`config.mk`:
```
export PLATFORM = sky130hd
export DESIGN_NAME = mult_acc_drain
export DESIGN_NICKNAME = d
export VERILOG_FILES = /design/src/rtl/mult_acc_pkg.sv /design/src/rtl/mult_acc_fifo.sv /design/src/rtl/mult_acc_drain.sv
export SDC_FILE = /design/constraint.sdc
export NUM_CORES = 1
export LEC_CHECK = 0
export BUFFER_PORTS_ARGS = -buffer_cell sky130_fd_sc_hd__clkbuf_2
export CAP_MARGIN = 20
export CORE_UTILIZATION = 55
export CTS_CLUSTER_DIAMETER = 60
export DETAILED_ROUTE_END_ITERATION = 8
export PLACE_DENSITY = 0.84
export SLEW_MARGIN = 10
export SYNTH_ARGS = -nofsm -noshare
export SYNTH_HDL_FRONTEND = slang
export SYNTH_SLANG_ARGS = --single-unit
```
`constraint.sdc`:
```
create_clock -name clk -period 3.26 [get_ports clk]
set_input_delay 0.652 -clock clk [delete_from_list [all_inputs] [get_ports clk]]
set_output_delay 0.652 -clock clk [all_outputs]
set_load 0.005 [all_outputs]
```
`src/rtl/mult_acc_pkg.sv`:
```
// Shared types and helpers for the DSP product accumulator.
package mult_acc_pkg;

    // Width of the MULT36X36 DOUT bus.
    localparam int PROD_W = 72;
    // Widest accumulator the extension helper supports.
    localparam int MAX_W = 128;

    // One delay-line stage, tracking a product travelling through the DSP.
    typedef struct packed {
        logic v;
        logic last;
        logic sgn;
    } stage_t;

    // Extend a DSP product to MAX_W bits, then keep only the low 'width' bits.
    function automatic logic [MAX_W-1:0] sext72(
        input logic [PROD_W-1:0] prod,
        input logic              sgn,
        input int                width
    );
        logic [MAX_W-1:0] ext;
        logic [MAX_W-1:0] mask;
        ext  = {{(MAX_W-PROD_W){sgn & prod[PROD_W-1]}}, prod};
        mask = (width >= MAX_W) ? '1 : ((MAX_W'(1) << width) - MAX_W'(1));
        return ext & mask;
    endfunction

endpackage

```
`src/rtl/mult_acc_fifo.sv`:
```
// First-word fall-through result FIFO over a register array.
// Push and pop in the same cycle are accepted even when full.
module mult_acc_fifo #(
    parameter int  DEPTH   = 4,
    parameter type entry_t = logic [7:0]
) (
    input  logic                     clk,
    input  logic                     reset,
    input  logic                     push,
    input  entry_t                   din,
    input  logic                     pop,
    output entry_t                   dout,
    output logic                     full,
    output logic                     empty,
    output logic [$clog2(DEPTH):0]   occupancy
);

    localparam int AW = $clog2(DEPTH);

    entry_t          mem_reg [DEPTH];
    logic [AW-1:0]   wr_ptr_reg;
    logic [AW-1:0]   rd_ptr_reg;
    logic [AW:0]     count_reg;
    logic            do_push;
    logic            do_pop;

    assign full      = (count_reg == (AW+1)'(DEPTH));
    assign empty     = (count_reg == '0);
    assign do_pop    = pop & ~empty;
    // A pop frees the slot this push needs, so full does not block it.
    assign do_push   = push & (~full | do_pop);
    assign dout      = mem_reg[rd_ptr_reg];
    assign occupancy = count_reg;

    // Storage write; cleared on reset so the head reads 0 while empty.
    always_ff @(posedge clk or negedge reset) begin
        if (!reset) begin
            for (int i = 0; i < DEPTH; i++) mem_reg[i] <= '0;
        end else if (do_push) begin
            mem_reg[wr_ptr_reg] <= din;
        end
    end

    // Pointers and occupancy; power-of-two depth lets the pointers wrap freely.
    always_ff @(posedge clk or negedge reset) begin
        if (!reset) begin
            wr_ptr_reg <= '0;
            rd_ptr_reg <= '0;
            count_reg  <= '0;
        end else begin
            if (do_push) wr_ptr_reg <= wr_ptr_reg + AW'(1);
            if (do_pop)  rd_ptr_reg <= rd_ptr_reg + AW'(1);
            case ({do_push, do_pop})
                2'b10:   count_reg <= count_reg + (AW+1)'(1);
                2'b01:   count_reg <= count_reg - (AW+1)'(1);
                default: count_reg <= count_reg;
            endcase
        end
    end

endmodule

```
`src/rtl/mult_acc_drain.sv`:
```
// Accumulates pipelined MULT36X36 products into per-group sums and hands
// finished groups out over valid/ready, using issue credits because the DSP
// cannot be stalled.
module mult_acc_drain
    import mult_acc_pkg::*;
#(
    parameter int LATENCY = 3,
    parameter int ACC_W   = 80,
    parameter int CNT_W   = 8,
    parameter int DEPTH   = 4
) (
    input  logic              clk,
    input  logic              reset,
    input  logic              issue,
    input  logic              issue_last,
    input  logic              signed_mode,
    output logic              can_issue,
    input  logic [PROD_W-1:0] dsp_dout,
    output logic              res_valid,
    input  logic              res_ready,
    output logic [ACC_W-1:0]  res_data,
    output logic [CNT_W-1:0]  res_count,
    output logic              res_ovf,
    output logic              proto_err,
    output logic              busy
);

    typedef struct packed {
        logic [ACC_W-1:0] data;
        logic [CNT_W-1:0] count;
        logic             ovf;
    } result_t;

    stage_t                 line_reg [LATENCY];
    stage_t                 tap;
    logic [LATENCY-1:0]     stage_v;
    logic [LATENCY-1:0]     stage_credit;
    logic                   en_reg;
    logic                   proto_err_reg;
    logic                   group_open_reg;
    logic [ACC_W-1:0]       acc_reg;
    logic [CNT_W-1:0]       cnt_reg;
    logic                   ovf_reg;
    logic [ACC_W-1:0]       ext;
    logic [ACC_W-1:0]       base;
    logic [ACC_W-1:0]       acc_next;
    logic [CNT_W-1:0]       cnt_next;
    logic                   ovf_next;
    logic                   cnt_max;
    logic                   sum_ovf;
    logic                   push;
    result_t                push_entry;
    result_t                head;
    logic                   fifo_full;
    logic                   fifo_empty;
    logic [$clog2(DEPTH):0] occupancy;

    assign tap = line_reg[LATENCY-1];

    // Per-stage valid and credit flags; a credit is a last-tagged product in flight.
    for (genvar gi = 0; gi < LATENCY; gi++) begin : g_stage_flags
        assign stage_v[gi]      = line_reg[gi].v;
        assign stage_credit[gi] = line_reg[gi].v & line_reg[gi].last;
    end

    // Each last product reserves a FIFO slot from issue until it is popped.
    assign can_issue = en_reg & ~fifo_full
                     & ((int'(occupancy) + $countones(stage_credit)) < DEPTH);

    // Delay line mirroring the DSP pipeline; dropped issues enter as bubbles.
    always_ff @(posedge clk or negedge reset) begin
        if (!reset) begin
            for (int i = 0; i < LATENCY; i++) line_reg[i] <= '0;
        end else begin
            line_reg[0] <= '{v: issue & can_issue, last: issue_last, sgn: signed_mode};
            for (int i = 1; i < LATENCY; i++) line_reg[i] <= line_reg[i-1];
        end
    end

    // Sum/count/overflow for the product at the tap this cycle.
    always_comb begin
        ext      = ACC_W'(sext72(dsp_dout, tap.sgn, ACC_W));
        base     = group_open_reg ? acc_reg : '0;
        acc_next = base + ext;
        // Only signed products can overflow; the test follows this product's sign.
        sum_ovf  = tap.sgn & (base[ACC_W-1] == ext[ACC_W-1])
                 & (acc_next[ACC_W-1] != base[ACC_W-1]);
        cnt_max  = &cnt_reg;
        cnt_next = cnt_max ? cnt_reg : cnt_reg + CNT_W'(1);
        ovf_next = (group_open_reg & ovf_reg) | sum_ovf | cnt_max;
    end

    assign push       = tap.v & tap.last;
    assign push_entry = '{data: acc_next, count: cnt_next, ovf: ovf_next};

    // Open-group state: a last tap closes the group, any other valid tap extends it.
    always_ff @(posedge clk or negedge reset) begin
        if (!reset) begin
            group_open_reg <= 1'b0;
            acc_reg        <= '0;
            cnt_reg        <= '0;
            ovf_reg        <= 1'b0;
        end else if (tap.v) begin
            if (tap.last) begin
                group_open_reg <= 1'b0;
                acc_reg        <= '0;
                cnt_reg        <= '0;
                ovf_reg        <= 1'b0;
            end else begin
                group_open_reg <= 1'b1;
                acc_reg        <= acc_next;
                cnt_reg        <= cnt_next;
                ovf_reg        <= ovf_next;
            end
        end
    end

    // Issue enable after reset release, and sticky protocol-error flag.
    always_ff @(posedge clk or negedge reset) begin
        if (!reset) begin
            en_reg        <= 1'b0;
            proto_err_reg <= 1'b0;
        end else begin
            en_reg        <= 1'b1;
            proto_err_reg <= proto_err_reg | (issue & ~can_issue);
        end
    end

    mult_acc_fifo #(
        .DEPTH   (DEPTH),
        .entry_t (result_t)
    ) u_fifo (
        .clk       (clk),
        .reset     (reset),
        .push      (push),
        .din       (push_entry),
        .pop       (res_valid & res_ready),
        .dout      (head),
        .full      (fifo_full),
        .empty     (fifo_empty),
        .occupancy (occupancy)
    );

    assign res_valid = ~fifo_empty;
    assign res_data  = head.data;
    assign res_count = head.count;
    assign res_ovf   = head.ovf;
    assign proto_err = proto_err_reg;
    assign busy      = (|stage_v) | group_open_reg | (occupancy != '0);

endmodule

```
==> results.toml, run 1 <==
[outcome]
status = "complete, but fails checks"
violations = "negative setup slack"

[detailed_routing]
drt_iter0_markers = 1773
totalWireLength_um = 69900
drtPass1Iterations = 5
wire_per_inst_um = 20.4
ant_nets = 0
viasPerCell = 6.02
drc = 0
vias = 20600

[final_layout]
drive_above_1_share_pct = 34.6
largest_reg_flops = 356
nFillCells = 2893
area_delta_synth_final_pct = 28.9
diodes = 0
nNetsFinal = 2965

[synth]
synth-main-ff-cell = "dfrtp_1"
synthTopCellsByArea = "dfrtp_1, mux4_2, o21ai_0"
syn_inst = 2327
synth_most_common_cell = "dfrtp_1"
syn_nets = 2494
ys_ff_latch = 464
synthArstFlopShare_pct = 100
ys_seq_area_share_pct = 47.8
postSynthAreaPerCell_sq_um = 10.4
yosysTopAreaCell = "dfrtp_1"
ys_types = 75
ys.warnings.count = 0
synth-edff-count = 0
netlist_area_sq_um = 24300
synth_common_cells = "dfrtp_1, nand2_1, o21ai_0"
synth_top_cell_area_share_pct = 47.8

[pwr]
finalPower_mw = 28.9
power.density_nw_per_um2 = 922
leakage_nw = 14.8
ir_worst_vdd_mv = 0.608

[floorplan]
placementRows = 76
start_util_pct = 56.0
pin_count = 171
die_x_um = 212
fp.dieH_um = 212
fp.dieArea_sq_um = 45000
fp.coreArea_sq_um = 43400

[clock_tree]
cts_root_buf = "clkbuf_16"
clk_pin_slew_worst_paths_ns = 0.06
numCtsBuffers = 49
h-tree-depth = 2
clockBufferDepth = 3
cts_sinks = 464
cts_hold_buf = 0
clock_latency_ns = 0.60
cts_tree = "yes"

[timing]
min_period_ns = 3.59
fin_ws_ns = -0.332
fin_skew_ns = 0.0193
max_slew_margin_pct = 52.4
hold_slack_ns = 0.0542
slew_violations = 0
max_freq_ghz = 0.278
fin_crit_sh_pct = 110
hold_violations = 0
rsz0062_at_grt = "yes"
worst_slew_pin_slew_ns = 0.712
setup_viol = 176

[grt]
antenna_found_initial = 0
grt_first_pass_wirelength_um = 112000
first_global_vias = 21500
grtUsageTotal_pct = 31.6
gr-total-overflow = 0
grt_max_degree = 107

[worst_setup_path]
cp-start-kind = "flip-flop"
path_max_fanout = 32
cp-end-kind = "flip-flop"
arrival_ns = 4.08
cp.required_ns = 3.75
path_class = "flip-flop to flip-flop"

[run]
cap_violations = 0

[worst_hold_path]
hp-class = "input port to async pin"

[placed_design]
dp_hpwl_um = 46400
port_buffers = 170
place_congestion = 0.918
placement.setup.worst_slack_ns = -0.568
final cells by class:
cell class | count | area [sq um] | area share (%)
clock buffers | 67 | 1350 | 4.32
inverters | 34 | 128 | 0.408
multi-input cells | 1679 | 13100 | 41.7
repair buffers | 570 | 4160 | 13.3
clock inverters | 22 | 258 | 0.823
well taps | 585 | 732 | 2.34
flip-flops and latches | 464 | 11600 | 37.1
routing by layer:
layer  track usage (%)  vias up  wire, um
met5                 0        -         0
met4              11.9        0      2110
met3              5.44      158      4430
met2              53.1      747     34700
met1              41.0    10400     28600
li1                  -     9334         -
cell usage in the layout, fill, tap and decap left out, types with 10 or more instances in the layout:
master / instances
dfrtp_1: 461
nand2_1: 368
buf_4: 367
o21ai_0: 279
clkbuf_2: 169
mux4_2: 89
and2_1: 87
a21oi_1: 79
o2bb2ai_1: 68
ha_1: 65
mux2_2: 62
o21ai_1: 50
clkbuf_16: 49
nor2_1: 48
a21o_1: 38
xnor2_1: 36
inv_1: 33
nand4_1: 27
nand3_1: 26
xor2_1: 24
ha_4: 21
o21bai_1: 20
a21oi_2: 19
buf_12: 19
o21ai_2: 16
nor3_1: 14
a22o_1: 14
o31ai_1: 13
buf_6: 13
xnor2_2: 12
clkbuf_1: 12
o21a_1: 11
and3_1: 10
nor2b_1: 10
what timing repair did:
item / in CTS / in global routing
endpoints found under the setup margin: 268 / 285
pin swaps: 42 / 30
buffers inserted: 11 / 6
gates resized for setup: 153 / 82
endpoints found under the hold margin: 0 / 0
per-stage QoR:
stage	area, sq um	util [%]	std cells	TNS, ns
4_1_cts	30900	71.3	3415	-27.24
6_report	31300	72.2	3421	-28.73
5_1_grt	31300	72.2	3421	-60.63
3_5_place_dp	28500	65.8	3315	-70.39
2_1_floorplan	24400	-	2327	-4.10
3_3_place_gp	28500	65.8	3315	-62.65
final timing paths:
kind | slack, ns | cells after the start | from | to
hold / removal | 0.05 | 1 | reset | u_fifo.mem_reg[204]
setup / recovery | -0.33 | 14 | group_open_reg | u_fifo.mem_reg[85]
min in group clk | 0.16 | 1 | signed_mode | line_reg[6]
max in group asynchronous | 2.24 | 2 | reset | u_fifo.mem_reg[69]
setup reg to reg | -0.33 | 14 | group_open_reg | u_fifo.mem_reg[85]
hold reg to reg | 0.36 | 0 | line_reg[3] | line_reg[0]
critical path, stage by stage, from the launching register on:
cell and delay [ns]:
dfrtp_2 0.46, buf_12 0.19, and2_1 0.18, ha_4 0.28, nand4_1 0.13, buf_4 0.16
or3_1 0.34, a2bb2oi_1 0.17, a211oi_2 0.28, a21oi_4 0.10, o21a_1 0.20, o21a_1 0.22
o41ai_4 0.28, xor2_2 0.19, mux2_2 0.30
kinds of logic after synthesis:
logic type | count (synthesis) | share of synthesized area (%)
adder cells (fa/ha/maj) | 89 | 4.68
buffers and inverters | 184 | 2.94
AND/OR/NAND/NOR | 657 | 12.4
other | 1 | 0.0154
XOR/XNOR | 83 | 2.99
flip-flops | 464 | 47.8
AO/OA/AOI/OAI | 691 | 17.8
multiplexers | 158 | 11.4
report_power, final:
part,switching [mW],leakage (nW),internal [mW]
sequential,1.15,6.13,7.67
clock,2.43,0.772,3.19
combinational,7.30,7.91,7.13
No activity file was read; power rests on OpenSTA's default activity.
==> run 2: changes to the inputs <==
--- a/config.mk
+++ b/config.mk
@@ -10,8 +10,9 @@
 export CORE_UTILIZATION = 55
 export CTS_CLUSTER_DIAMETER = 60
 export DETAILED_ROUTE_END_ITERATION = 8
-export PLACE_DENSITY = 0.84
+export PLACE_DENSITY = 0.83
 export SLEW_MARGIN = 10
 export SYNTH_ARGS = -nofsm -noshare
 export SYNTH_HDL_FRONTEND = slang
+export SYNTH_HIERARCHICAL = 1
 export SYNTH_SLANG_ARGS = --single-unit
==> run 2 against run 1 <==
  * The run still ends with negative setup slack left
  * Clock power down 3.7%
  * Count of clock-buffer cells in the layout unchanged
  * Critical path depth up 2
  * Die area up 3.1%
  * Hold slack worse by 0.0098 ns
  * Cell count down 8.9%
  * Design area up 3.3%
==> results.toml, run 2 <==
[floorplan]
fp.coreArea_sq_um = 44600
fp.dieH_um = 215
fp.dieArea_sq_um = 46400
die_x_um = 215
pin_count = 171
placementRows = 77
start_util_pct = 56.1

[final_layout]
nFillCells = 2638
diodes = 0
multiInputGateArea_sq_um = 14400
area_delta_synth_final_pct = 29.1
largest_reg_flops = 356
seqCellArea_sq_um = 11600
layout_common_cells = "dfrtp_1, buf_4, mux2_2"
fin_cells = 3116
nNetsFinal = 2657
mostFrequentLayoutCell = "dfrtp_1"
fin_util_pct = 72.5
drive_above_1_share_pct = 49.6

[synth]
postSynthAreaPerCell_sq_um = 12.4
ys_ff_latch = 464
netlist_area_sq_um = 25000
yosysTopAreaCell = "dfrtp_1"
synth-main-ff-cell = "dfrtp_1"
ys.warnings.count = 6
synth_most_common_cell = "dfrtp_1"
synthTopCellsByArea = "dfrtp_1, mux2_2, mux4_2"
ys_seq_area_share_pct = 46.4
synth_common_cells = "dfrtp_1, mux2_2, a21oi_1"
synthArstFlopShare_pct = 100
syn_inst = 2023
synth_top_cell_area_share_pct = 46.4
synth-edff-count = 0
syn_nets = 2190
ys_types = 81

[detailed_routing]
vias = 19400
viasPerCell = 6.23
drc = 0
drt-met1-wl_um = 28700
wl_met2_um = 36600
ant_nets = 0
wire_per_inst_um = 23.3
dr_wl_met3_um = 4030
drt_iter0_markers = 1626
drtPass1Iterations = 7
totalWireLength_um = 72600
top_layer = "met4"

[timing]
max_slew_margin_pct = 48.6
max_freq_ghz = 0.268
fin_skew_ns = 0.0273
hold_violations = 0
worst_slew_pin_slew_ns = 0.769
fin_ws_ns = -0.466
slew_violations = 0
fin_crit_sh_pct = 114
hold_slack_ns = 0.0444
min_period_ns = 3.73
rsz0062_at_grt = "yes"
setup_viol = 260

[worst_setup_path]
cp.required_ns = 3.73
arrival_ns = 4.19
cp-start-kind = "flip-flop"
cp-end-kind = "flip-flop"
path_max_fanout = 6
path_class = "flip-flop to flip-flop"

[clock_tree]
cts_root_buf = "clkbuf_16"
cts_hold_buf = 0
cts_sinks = 464
cts_tree = "yes"
clock_latency_ns = 0.61
clockBufferDepth = 3
numCtsBuffers = 48
h-tree-depth = 2
clk_pin_slew_worst_paths_ns = 0.06

[pwr]
ir_worst_vdd_mv = 0.732
power.density_nw_per_um2 = 1020
leakage_nw = 14.5

[worst_hold_path]
hp-class = "input port to async pin"

[grt]
grt_max_degree = 97
grt_first_pass_wirelength_um = 109000
first_global_vias = 20300
grtUsageTotal_pct = 29.5
antenna_found_initial = 0
gr-total-overflow = 0

[run]
cap_violations = 0

[outcome]
violations = "negative setup slack"
status = "complete, but fails checks"

[placed_design]
place_inst = 3004
port_buffers = 170
dp_hpwl_um = 46400
place_congestion = 0.957
run 2: changes by cell type after synthesis, sizes merged, moves of 10 or more:
cell	previous run	this run
o21ai	346	55
o2bb2ai	70	5
mux2	65	358
nand2	382	96
a22o	14	73
clkbuf	127	62
o31ai	21	10
nor2	54	64
buf	23	59
run 2: path summary, 6_finish.rpt:
| path | slack (ns) | startpoint | cells past startpoint | end |
|---|---|---|---|---|
| max | -0.47 | group_open_reg | 16 | u_fifo/mem_reg[231] |
| min | 0.04 | reset | 1 | u_fifo/mem_reg[313] |
| max reg2reg | -0.47 | group_open_reg | 16 | u_fifo/mem_reg[231] |
| min reg2reg | 0.35 | line_reg[6] | 0 | line_reg[3] |
| max in group asynchronous | 2.27 | reset | 2 | u_fifo/mem_reg[22] |
| min in group clk | 0.16 | issue_last | 1 | line_reg[7] |
run 2: final cells by class:
class                   instances  share of cell area (%)
well taps                     592                    2.29
inverters                      32                   0.372
flip-flops and latches        464                    35.9
repair buffers                538                    12.0
clock inverters                17                   0.565
multi-input cells            1406                    44.6
clock buffers                  67                    4.21
run 2: metal layers:
layer | up-vias | track usage, %
li1 | 8438 | -
met1 | 9903 | 38.0
met2 | 817 | 50.4
met3 | 243 | 4.64
met4 | 0 | 11.5
met5 | - | 0
run 2: what timing repair did:
| action | 4_1_cts | 5_1_grt |
|---|---|---|
| pin swaps | 35 | 60 |
| resized for setup | 101 | 190 |
| buffers inserted | 12 | 21 |
| endpoints found under the setup margin | 279 | 299 |
run 2: where the power goes:
group | total [mW] | switching [mW] | internal (mW)
logic | 17.4 | 8.29 | 9.14
registers | 10.1 | 1.71 | 8.40
clock network | 5.41 | 2.32 | 3.09
total | 32.9 | 12.3 | 20.6
run 2: metrics by stage:
| stage | instance area, sq um | power [mW] | setup slack (ns) | TNS, ns |
|---|---|---|---|---|
| after detailed placement | 29000 | 25.2 | -0.548 | -77.99 |
| after global routing | 32300 | 34.6 | -0.585 | -81.02 |
| final | 32300 | 32.9 | -0.466 | -55.86 |
| after floorplan | 25200 | 18.8 | -0.183 | -1.92 |
| after CTS | 31200 | 31.5 | -0.394 | -45.47 |
| after global placement | 29000 | 24.3 | -0.471 | -65.45 |
run 2: cells by family after synthesis:
family / Yosys count / synth area share [%]
AND/OR/NAND/NOR: 386 / 8.07
multiplexers: 449 / 24.2
AO/OA/AOI/OAI: 399 / 11.3
XOR/XNOR: 82 / 2.87
buffers and inverters: 153 / 2.67
flip-flops: 464 / 46.4
adder cells (fa/ha/maj): 89 / 4.54
other: 1 / 0.0150
run 2: worst max-delay path, stage by stage, from the launching register on:
cell and delay, ns:
dfrtp_2 0.45, buf_6 0.15, and2_4 0.14, ha_4 0.16
fa_2 0.41, a211oi_4 0.28, o21ai_2 0.13, a32oi_2 0.21
buf_6 0.16, o31a_1 0.20, o41ai_4 0.12, buf_4 0.17
buf_6 0.11, a21oi_4 0.22, o21bai_4 0.15, xnor2_4 0.22
mux2_4 0.30
